===== src/rtl/sliding_sumsq_window.sv =====
// Running sum of squares over the last WIN unsigned samples.
// Keeps its own circular sample buffer and accumulator; the output is
// registered one edge after the accepting edge, with a fill counter,
// a window-full flag and a synchronous clear.
// Optional feature macro: SUMSQ_MEAN_OUT_EN adds out_mean = out_sum >> log2(WIN)
// (WIN must then be a power of two).
module sliding_sumsq_window #(
   parameter  int DATA_W = 4,
   parameter  int WIN    = 4,
   localparam int ACC_W  = 2*DATA_W + $clog2(WIN),
   localparam int CNT_W  = $clog2(WIN+1)
) (
   input  logic              clock_in,
   input  logic              reset_in,
   input  logic              clear_in,
   input  logic              in_valid,
   input  logic [DATA_W-1:0] in_data,
   output logic              out_valid,
   output logic [ACC_W-1:0]  out_sum,
`ifdef SUMSQ_MEAN_OUT_EN
   output logic [2*DATA_W-1:0] out_mean,
`endif
   output logic              window_full,
   output logic [CNT_W-1:0]  sample_count
);

   localparam int PTR_W = $clog2(WIN);

   logic [DATA_W-1:0] buf_q [WIN];
   logic [PTR_W-1:0]  wptr_q, wptr_d;
   logic [CNT_W-1:0]  cnt_q, cnt_d;
   logic [ACC_W-1:0]  acc_q, acc_d;
   logic [ACC_W-1:0]  sq_new, sq_old;
   logic [DATA_W-1:0] old_sample;
   logic              full_q, full_d;
   logic              valid_q;
   logic              accept;

   // Next-state for an accepted sample: evict the oldest sample once the window is full
   always_comb begin
      accept     = in_valid && !clear_in && !reset_in;
      old_sample = full_q ? buf_q[wptr_q] : '0;
      sq_new     = ACC_W'(in_data) * ACC_W'(in_data);
      sq_old     = ACC_W'(old_sample) * ACC_W'(old_sample);
      // Never underflows: sq_old is already part of acc_q when the window is full
      acc_d      = acc_q + sq_new - sq_old;
      wptr_d     = (wptr_q == PTR_W'(WIN-1)) ? '0 : wptr_q + PTR_W'(1);
      cnt_d      = (cnt_q == CNT_W'(WIN)) ? cnt_q : cnt_q + CNT_W'(1);
      full_d     = (cnt_d == CNT_W'(WIN));
   end

   // Control and accumulator state; reset wins over clear, clear drops a same-cycle sample
   always_ff @(posedge clock_in) begin
      if (reset_in || clear_in) begin
         acc_q   <= '0;
         cnt_q   <= '0;
         wptr_q  <= '0;
         full_q  <= 1'b0;
         valid_q <= 1'b0;
      end else if (in_valid) begin
         acc_q   <= acc_d;
         cnt_q   <= cnt_d;
         wptr_q  <= wptr_d;
         full_q  <= full_d;
         valid_q <= 1'b1;
      end else begin
         valid_q <= 1'b0;
      end
   end

   // Sample delay line; contents are never reset because the fill count masks stale entries
   always_ff @(posedge clock_in) begin
      if (accept) begin
         buf_q[wptr_q] <= in_data;
      end
   end

   assign out_valid    = valid_q;
   assign out_sum      = acc_q;
   assign window_full  = full_q;
   assign sample_count = cnt_q;

`ifdef SUMSQ_MEAN_OUT_EN
   logic [2*DATA_W-1:0] mean_q, mean_d;

   if ((1 << $clog2(WIN)) != WIN) begin : g_win_pow2_chk
      $error("sliding_sumsq_window: WIN must be a power of two when out_mean is enabled");
   end

   // Zero-padded mean derived from the same next accumulator value as out_sum
   always_comb begin
      mean_d = (2*DATA_W)'(acc_d >> $clog2(WIN));
   end

   // Mean register, updated in lockstep with the accumulator
   always_ff @(posedge clock_in) begin
      if (reset_in || clear_in) begin
         mean_q <= '0;
      end else if (in_valid) begin
         mean_q <= mean_d;
      end
   end

   assign out_mean = mean_q;
`endif

endmodule

===== config.mk =====
export PLATFORM = sky130hd
export DESIGN_NAME = sliding_sumsq_window
export DESIGN_NICKNAME = d
export VERILOG_FILES = /design/src/rtl/sliding_sumsq_window.sv
export SDC_FILE = /design/constraint.sdc
export NUM_CORES = 1
export LEC_CHECK = 0
export BUFFER_PORTS_ARGS = -buffer_cell sky130_fd_sc_hd__buf_2
export CORE_ASPECT_RATIO = 1.5
export CORE_MARGIN = 10
export CORE_UTILIZATION = 64
export CTS_CLUSTER_SIZE = 25
export DETAILED_ROUTE_END_ITERATION = 16
export GPL_TIMING_DRIVEN = 0
export PLACE_DENSITY = 0.85
export SYNTH_ARGS = -nofsm -noshare
export SYNTH_HDL_FRONTEND = slang
export SYNTH_SLANG_ARGS = --single-unit

===== constraint.sdc =====
create_clock -name clock_in -period 8.4 [get_ports clock_in]
set_input_delay 0.42 -clock clock_in [delete_from_list [all_inputs] [get_ports clock_in]]
set_output_delay 0.42 -clock clock_in [all_outputs]
set_load 0.03 [all_outputs]

==> impl_results.md <==
- CTS max path bufs: 2
- Static Leak: about 1.3 nW
- DP Worst Slack: between 3 and 4 ns
- Critical Path Most Common Cell: fa_1
- Detailed Routing Iterations Pass 1: 4
- Clock Pin Slew Worst Setup and Hold Paths: around 0.07 ns
- Worst hold path class: input pin to register
- Antenna violations before repair: 0
- Seq cells post-synth: 35
- Remaining Overflow, GRT: 0
- GPL Wtd Cong: 0.785
- Clock sinks: 35
- Final setup fails: 0
- CTS tree: yes
- Fin nets: ~320
- Hold buffers post-CTS: 0
- Routed vias/inst: ~5.6
- WHS: 0.454 ns
- Die Wd: ~71 um
- RSZ-0062 raised after global routing: no
- Crit path max fanout: 4
- EDFF count, synth: 16
- Worst clock skew: roughly 0.0063 ns
- Port bufs: 22
- Vias in the first global route: 1880
- Pwr Density: around 240 nW/um^2
- Starting Density: 0.666
- Layout cells sized above 1: 0.172
- Post-DP HPWL: approximately 4000 um
- Yosys top cell area share: 0.196
- CP cell instances: mux4_2 -> and2_4 -> nand2_1 -> inv_1 -> fa_1 -> fa_1 -> fa_1 -> fa_1 -> inv_1 -> fa_1 -> a21o_1 -> a21oi_1 -> o21ai_0 -> mux2i_1 -> nand2_1
- Commonest cells post-synth: 45 x inv_1, 28 x ha_1, 20 x fa_1, 19 x dfxtp_1, 19 x nand2_1
- Clk_lat worst skew: a little under 0.3 ns
- Synth top area cells: edfxtp_1 20%, fa_1 16%, dfxtp_1 16%
- Syn. warnings: 0
- Total wire length: 4950 um
- Fmax: 204 MHz
- Slew HR: 0.688
- Slowest-stage cell, CP: fa_1
- Root Buffer: clkbuf_8
- First-pass GRT wire length: around 8500 um
- Worst EP required: ~8.6 ns
- Final worst slack: 3.50 ns
- Max VDD drop: 215 uV
- Sequential fraction of the synthesis area: 0.351
- Clock buffer count from CTS: 5
- Routed wire length per instance: 16.2 um
- Post_cts resized: 0
- Post-Synthesis Cells: between 200 and 250
- Die area: between 6000 and 7000 um^2
- Syn-to-layout area delta: 11.3%
- Io pins: 23
- Core outline area: about 3700 um^2
- Final ANT Viol Nets: 0
- Main synth FF type: dfxtp_1
- Status: completed
- Largest net degree at the start of global routing: 13
- H-tree levels: 2
- Ant. Diodes: 0
- Setup crit end kind: register
- Top-count cell post-synth: inv_1
- Final Power: ~0.67 mW
- Total GRT Usage: 0.159
- Via Count: between 1500 and 2000
- Max_cap viols: 0
- Tcrit/Tclk final: 0.583
- Final hold vios: 0
- Die Y: between 90 and 100 um
- Drt initial violations: between 70 and 80
- Avg Cell Area, Syn: roughly 11 um^2
- Worst EP arrival: between 5 and 6 ns
- FFs w/ async S/R, synth: 0
- Net Count, Synth: between 200 and 300
- Synth unique cells: 33
- Cell Area, Synth: ~2500 um^2
- Total negative slack: 0 ns
- Worst path max stage delay: 0.56 ns
- Post-route DRC: 0
- Slew Viols, Final: 0
- Tightest Pin Transition: ~0.47 ns
- Startpoint types: register
- Yosys top cell by area: edfxtp_1
- Post-CTS setup buffers: 0
- Type of the worst setup path: register to register
- Min Tclk post-route: 4.90 ns
- Rows: 27
state kept, by name, summed over array words and instances, names as in the netlist, named ones only:
register and flops:
window_full 1, buf_q 16, out_sum 10, wptr_q 2, out_valid 1, sample_count 3
layout by cell type (no fill, tap or decap), types with 2 or more instances in the layout:
cell type / n
o31ai_1: 2
mux4_2: 4
xnor2_1: 5
buf_2: 24
nor3_1: 5
a211oi_1: 4
edfxtp_1: 16
and3_1: 5
o21ai_0: 3
fa_1: 20
nand3_1: 3
nand2_1: 19
ha_1: 28
nor2b_1: 3
mux2i_1: 7
clkbuf_1: 2
and2_4: 3
a21oi_1: 8
clkbuf_8: 5
nor2_1: 16
inv_1: 45
a21o_1: 2
dfxtp_1: 19
metal layers:
metal | vias to the layer above | routed length (um) | GRT usage
met5 | - | 0 | 0
met4 | 0 | 69 | 0.0534
met3 | 7 | 225 | 0.0422
met2 | 41 | 2830 | 0.311
met1 | 833 | 1820 | 0.156
li1 | 830 | - | -
stage by stage:
step,instance area [um^2],std cells,utilization
after floorplan,2450,232,-
after global placement,2620,297,0.710
after detailed placement,2620,297,0.710
after CTS,2730,305,0.741
after global routing,2730,305,0.741
final,2730,305,0.741
path summary, 6_finish.rpt:
path                    from          end  depth (start not counted)  slack (ns)
hold reg to reg   out_sum[9]   out_sum[9]                          2        0.49
hold / removal    in_data[0]  buf_q[1][0]                          1        0.45
setup reg to reg    register   out_sum[8]                         15        3.50
setup / recovery    register   out_sum[8]                         15        3.50
layout make-up:
| type | count | area [um^2] |
|---|---|---|
| timing repair buffer | 22 | 110 |
| fill | 267 | 955 |
| buffer | 4 | 17.5 |
| multi-input combinational | 147 | 1400 |
| tap | 43 | 53.8 |
| clock inverter | 3 | 43.8 |
| clock buffer | 5 | 68.8 |
| sequential | 35 | 861 |
| inverter | 46 | 173 |
power by group:
group / switching [mW] / leakage (nW) / internal [mW]
Sequential: 0.0108 / 0.299 / 0.190
Combinational: 0.181 / 0.954 / 0.132
Clock: 0.0649 / 0.0581 / 0.0883
Total: 0.256 / 1.31 / 0.411
kinds of logic (layout without fill, tap and decap cells):
group	after synthesis	count (layout)	synth area share
adder cells (fa/ha/maj)	48	48	0.306
AO/OA/AOI/OAI	23	23	0.0613
multiplexers	12	12	0.0699
buffers and inverters	50	80	0.0776
XOR/XNOR	5	5	0.0179
AND/OR/NAND/NOR	59	59	0.116
flip-flops	35	35	0.351
critical path: cells and delay by family, from the launching register on:
family	cells	cell delay [ns]
AOI/OAI and AO/OA	3	0.57
and+or+nand+nor	3	0.36
muxes	2	0.72
adders and majority gates	5	2.52
DFF	1	0.47
buffers and inverters	2	0.16
No activity file was read; power rests on OpenSTA's default activity.
